`config.mk`:
```
export PLATFORM = sky130hd
export DESIGN_NAME = multicycle_pc_sequencer
export DESIGN_NICKNAME = d
export VERILOG_FILES = /design/src/rtl/multicycle_pc_sequencer.sv
export SDC_FILE = /design/constraint.sdc
export NUM_CORES = 1
export LEC_CHECK = 0
export BUFFER_PORTS_ARGS = -buffer_cell sky130_fd_sc_hd__buf_2
export CAP_MARGIN = 40
export CORE_MARGIN = 1.5
export CORE_UTILIZATION = 38
export CTS_CLUSTER_DIAMETER = 200
export DETAILED_ROUTE_END_ITERATION = 16
export GPL_ROUTABILITY_DRIVEN = 0
export PLACE_DENSITY = 0.66
export SLEW_MARGIN = 20
export SYNTH_ARGS = -nofsm -noshare
export SYNTH_HDL_FRONTEND = slang
export SYNTH_SLANG_ARGS = --single-unit
```
`constraint.sdc`:
```
create_clock -name clk -period 3.3 [get_ports clk]
set_input_delay 0.33 -clock clk [delete_from_list [all_inputs] [get_ports clk]]
set_output_delay 0.33 -clock clk [all_outputs]
set_load 0.02 [all_outputs]
```
`src/rtl/multicycle_pc_sequencer.sv`:
```
// multicycle_pc_sequencer: IF/ID/EXE/MEM/WB control FSM driving PC, IR, register-file and data-memory strobes
module multicycle_pc_sequencer #(
  parameter logic [5:0] OP_LW   = 6'b110001,
  parameter logic [5:0] OP_SW   = 6'b110000,
  parameter logic [5:0] OP_BEQ  = 6'b110100,
  parameter logic [5:0] OP_J    = 6'b111000,
  parameter logic [5:0] OP_HALT = 6'b111111,
  parameter int         CNT_W   = 32
) (
  input  logic             clk,
  input  logic             reset,
  input  logic [5:0]       opcode,
  input  logic             zero,
  input  logic             mem_ready,
  output logic             PCWre,
  output logic [1:0]       pc_src,
  output logic             ir_wre,
  output logic             reg_wre,
  output logic             mem_rd,
  output logic             mem_wr,
  output logic             halted,
  output logic [2:0]       state,
  output logic [CNT_W-1:0] instr_count
);
  typedef enum logic [2:0] {
    S_IF   = 3'b000,
    S_ID   = 3'b001,
    S_EXE  = 3'b010,
    S_MEM  = 3'b011,
    S_WB   = 3'b100,
    S_HALT = 3'b101
  } state_t;
  state_t cur, nxt;
  logic [5:0] op_q;
  logic id_j, exe_beq, in_mem, in_wb;
  assign id_j    = cur == S_ID && opcode == OP_J;
  assign exe_beq = cur == S_EXE && op_q == OP_BEQ;
  assign in_mem  = cur == S_MEM;
  assign in_wb   = cur == S_WB;
  always_comb begin
    nxt = S_IF;
    case (cur)
      S_IF:   nxt = S_ID;
      S_ID:   nxt = opcode == OP_J ? S_IF : opcode == OP_HALT ? S_HALT : S_EXE;
      S_EXE:  nxt = op_q == OP_BEQ ? S_IF : (op_q == OP_LW || op_q == OP_SW) ? S_MEM : S_WB;
      S_MEM:  nxt = !mem_ready ? S_MEM : op_q == OP_LW ? S_WB : S_IF;
      S_WB:   nxt = S_IF;
      S_HALT: nxt = S_HALT;
      default: nxt = S_IF;
    endcase
  end
  assign PCWre   = !reset && (id_j || exe_beq || (in_mem && op_q == OP_SW && mem_ready) || in_wb);
  assign pc_src  = reset ? 2'b00 : id_j ? 2'b10 : (exe_beq && zero) ? 2'b01 : 2'b00;
  assign ir_wre  = !reset && cur == S_IF;
  assign reg_wre = !reset && in_wb;
  assign mem_rd  = !reset && in_mem && op_q == OP_LW;
  assign mem_wr  = !reset && in_mem && op_q == OP_SW;
  assign halted  = !reset && cur == S_HALT;
  assign state   = cur;
  always_ff @(posedge clk) begin
    if (reset) begin
      cur         <= S_IF;
      op_q        <= '0;
      instr_count <= '0;
    end else begin
      cur <= nxt;
      if (cur == S_ID) op_q <= opcode;
      if (PCWre) instr_count <= instr_count + CNT_W'(1);
    end
  end
endmodule

```
==> qor.csv <==
stage,metric,value,unit
worst_setup_path,required,2970,ps
floorplanning,fp.coreArea,0.00551,sq mm
finish,diodes,0,
synthesis,synth_xor_area_share,0.811,%
worst_setup_path,crit_arrival,2170,ps
clock_tree,cts_buffers,5,
placed_design,hpwl,3.53,mm
timing,fin_crit_sh,75.8,%
synthesis,synthAdderAreaFrac,0.579,%
clock_tree,post_cts_buffers,0,
global_route,grt_util_met1,23.5,%
clock_tree,clk_path_buf_depth,2,
status,status,completed,
timing,tightest_slew,579,ps
route,post_drt_wl_per_cell,13.7,um
timing,tns,0,ps
timing,whs,281,ps
clock_tree,cts_root_buffer,clkbuf_8,
worst_setup_path,startpoint,state[0]$_SDFF_PP0_,
worst_setup_path,crit-reg2reg-capture,instr_count[20]$_SDFFE_PP0P_,
timing,rsz0062_at_grt,no,
synthesis,async_flop_share,0,%
route,num_vias,2112,
global_route,grt_util_all_layers,16.9,%
route,ant_nets,0,
synthesis,synth_top_area_cell,dfxtp_1,
route,drc_errors,0,
global_route,grt_pass1_vias,1738,
global_route,grt_use_met3,4.19,%
synthesis,synth_fp_nets,274,
placed_design,port_buffers,52,
worst_setup_path,crit_path_end,PCWre,
flow_run,maxCapViolations,0,
global_route,grt_pass1_wl,8.33,mm
floorplanning,die_h,78.4,um
timing,skew,10.6,ps
worst_setup_path,worstSetupStartpointType,flip-flop,
synthesis,synth_simple_gate_area_share,32.5,%
route,drtPass1Iterations,4,
worst_setup_path,crit_path_end_kind,output pin,
placed_design,placed_cell_area,0.00242,sq mm
timing,hold_violations,0,
hold_path,min_path_cells,3,
synthesis,synth_ff_type,dfxtp_1,
global_route,grt_overflow_total,0,
clock_tree,cts_resized,0,
worst_setup_path,crit_path_max_fanout,62,
floorplanning,row_count,27,
pwr,powerDensity,450,mW/mm^2
timing,period_minus_slack,2500,ps
synthesis,syn_area,0.00216,sq mm
finish,drive_gt1_share,22.1,%
global_route,grt_max_degree,63,
clock_tree,cts_tree,built,
hold_path,min_path_type,input port to flip-flop,
synthesis,synth-edff-count,0,
route,routed_wl,5.20,mm
worst_setup_path,r2r_cells,6,
synthesis,synthCells,263,
synthesis,ys_ff_latch,41,
clock_tree,cts.sink_count,41,
synthesis,syn_avg_cell_area,8.22,sq um
pwr,max-vdd-ir-drop,0.245,mV
floorplanning,die-area,0.00615,sq mm
finish,syn_to_final_growth,18.4,%
timing,finalSetupViolCount,0,
synthesis,synthTopCellsByArea,"dfxtp_1, a21oi_1, o31ai_1",
pwr,p_leak,0.000978,uW
route,via_per_inst,5.57,
clock_tree,clk_latency,300,ps
hold_path,min_from,opcode[3],
synthesis,synth_cell_type_count,39,
synthesis,synth_top_family_by_area,simple AND/OR/NAND/NOR gates,
floorplanning,initial_core_util,39.2,%
synthesis,yosysSeqAreaShare,38.0,%
global_route,grt_busiest_layer,met2,
clock_tree,h-tree-depth,2,
clock_tree,path_clk_slew,80,ps
synthesis,yosysTopAreaCellShare,38.0,%
worst_setup_path,rrSetupSlack,940,ps
worst_setup_path,critPathKind,flip-flop to output pin,
finish,nNetsFinal,317,
timing,max_freq,400,MHz
floorplanning,io_pins,53,
finish,final_cell_area,0.00256,sq mm
global_route,grt_use_met2,25.7,%
route,drt_first_iter_violations,120,
clock_tree,holdBufCountCts,0,
synthesis,synthMuxAreaShare,3.30,%
timing,slew_viol_final,0,
timing,slew_headroom,61.4,%
synthesis,ys_warn_count,0,
floorplanning,dieWidth,78.4,um
synthesis,synth_compound_gate_area_share,19.1,%
worst_setup_path,rr_startpoint,state[0]$_SDFF_PP0_,
global_route,grt_antenna_before_repair,0,
flip-flops by register name, summed over array words and instances (netlist names):
signal / count
op_q: 6
state: 3
instr_count: 32
stage by stage:
step	worst slack (ps)	std cells	utilization, %	total power (uW)
2_1_floorplan	1130	263	-	659
5_1_grt	659	379	46.5	1210
6_report	797	379	46.5	1150
3_5_place_dp	925	371	44.0	686
4_1_cts	778	379	46.5	1170
3_3_place_gp	990	371	44.0	684
power breakdown:
group	switching [uW]	internal, uW
registers	29.7	510
logic	77.2	56.5
clock network	178	301
logic make-up (layout without fill, tap and decap cells):
| logic type | Yosys count | count (layout) |
|---|---|---|
| muxes | 7 | 7 |
| buffers and inverters | 24 | 68 |
| AOI/OAI and AO/OA | 70 | 70 |
| xor gates and xnor gates | 2 | 2 |
| DFF | 41 | 41 |
| and+or+nand+nor | 118 | 118 |
| adders and majority gates | 1 | 1 |
per-layer routing:
layer / vias to the layer above / routed length [um]
met5: - / 0
met4: 0 / 67
met3: 5 / 230
met2: 45 / 2310
met1: 983 / 2590
li1: 1079 / -
cells in the final DEF (no fill, tap or decap), types with 2 or more instances in the layout:
cell,count
nand4_1,7
nor4b_1,2
dfxtp_1,41
a21oi_1,33
and2_1,2
mux2i_1,6
nand3b_1,2
nor4_1,2
nand2_1,13
nand3_1,19
o31ai_1,15
nor2b_1,4
nor3b_1,2
and3_1,7
or3_1,14
xor2_1,2
a31oi_1,2
nor2_1,20
inv_1,6
o21ai_0,16
nor3_1,4
buf_4,2
or4_1,15
buf_2,52
clkbuf_8,5
bufinv_16,2
cell type report:
cell class              count  area (sq um)
flip-flops and latches     41           821
multi-input cells         198          1220
well taps                  72          90.1
repair buffers             54           275
inverters                   6          22.5
clock buffers               5          68.8
clock inverters             3          65.1
fillers                   580          2950
cells in the mapped netlist (all sizes together), types with 2 or more instances:
cell type	instances
nor3b	4
nand3b	3
or3	14
a21oi	33
or4	15
buf	10
dfxtp	41
nor2b	4
and3	7
a31oi	2
inv	6
xor2	2
clkbuf	8
nor4	2
nand4	7
nand2	13
nor3	4
mux2i	6
nand3	19
o21ai	16
nor2	20
nor4b	2
o31ai	15
and2	2
worst min path at each step:
| stage | to | slack [ps] |
|---|---|---|
| global route | op_q[0]$_SDFFE_PP0N_ | 310 |
| CTS | op_q[3]$_SDFFE_PP0N_ | 280 |
| detailed placement | instr_count[31]$_SDFFE_PP0P_ | 480 |
| floorplan | op_q[1]$_SDFFE_PP0N_ | 450 |
| finish | op_q[3]$_SDFFE_PP0N_ | 280 |
| global placement | instr_count[31]$_SDFFE_PP0P_ | 460 |
critical path: stages (launching register included):
cell,delay [ps]
dfxtp_1,630
nor3b_2,250
buf_4,200
nand3_1,140
o221a_4,320
nor2_1,140
buf_2,180
(Power assumes the default switching activity.)
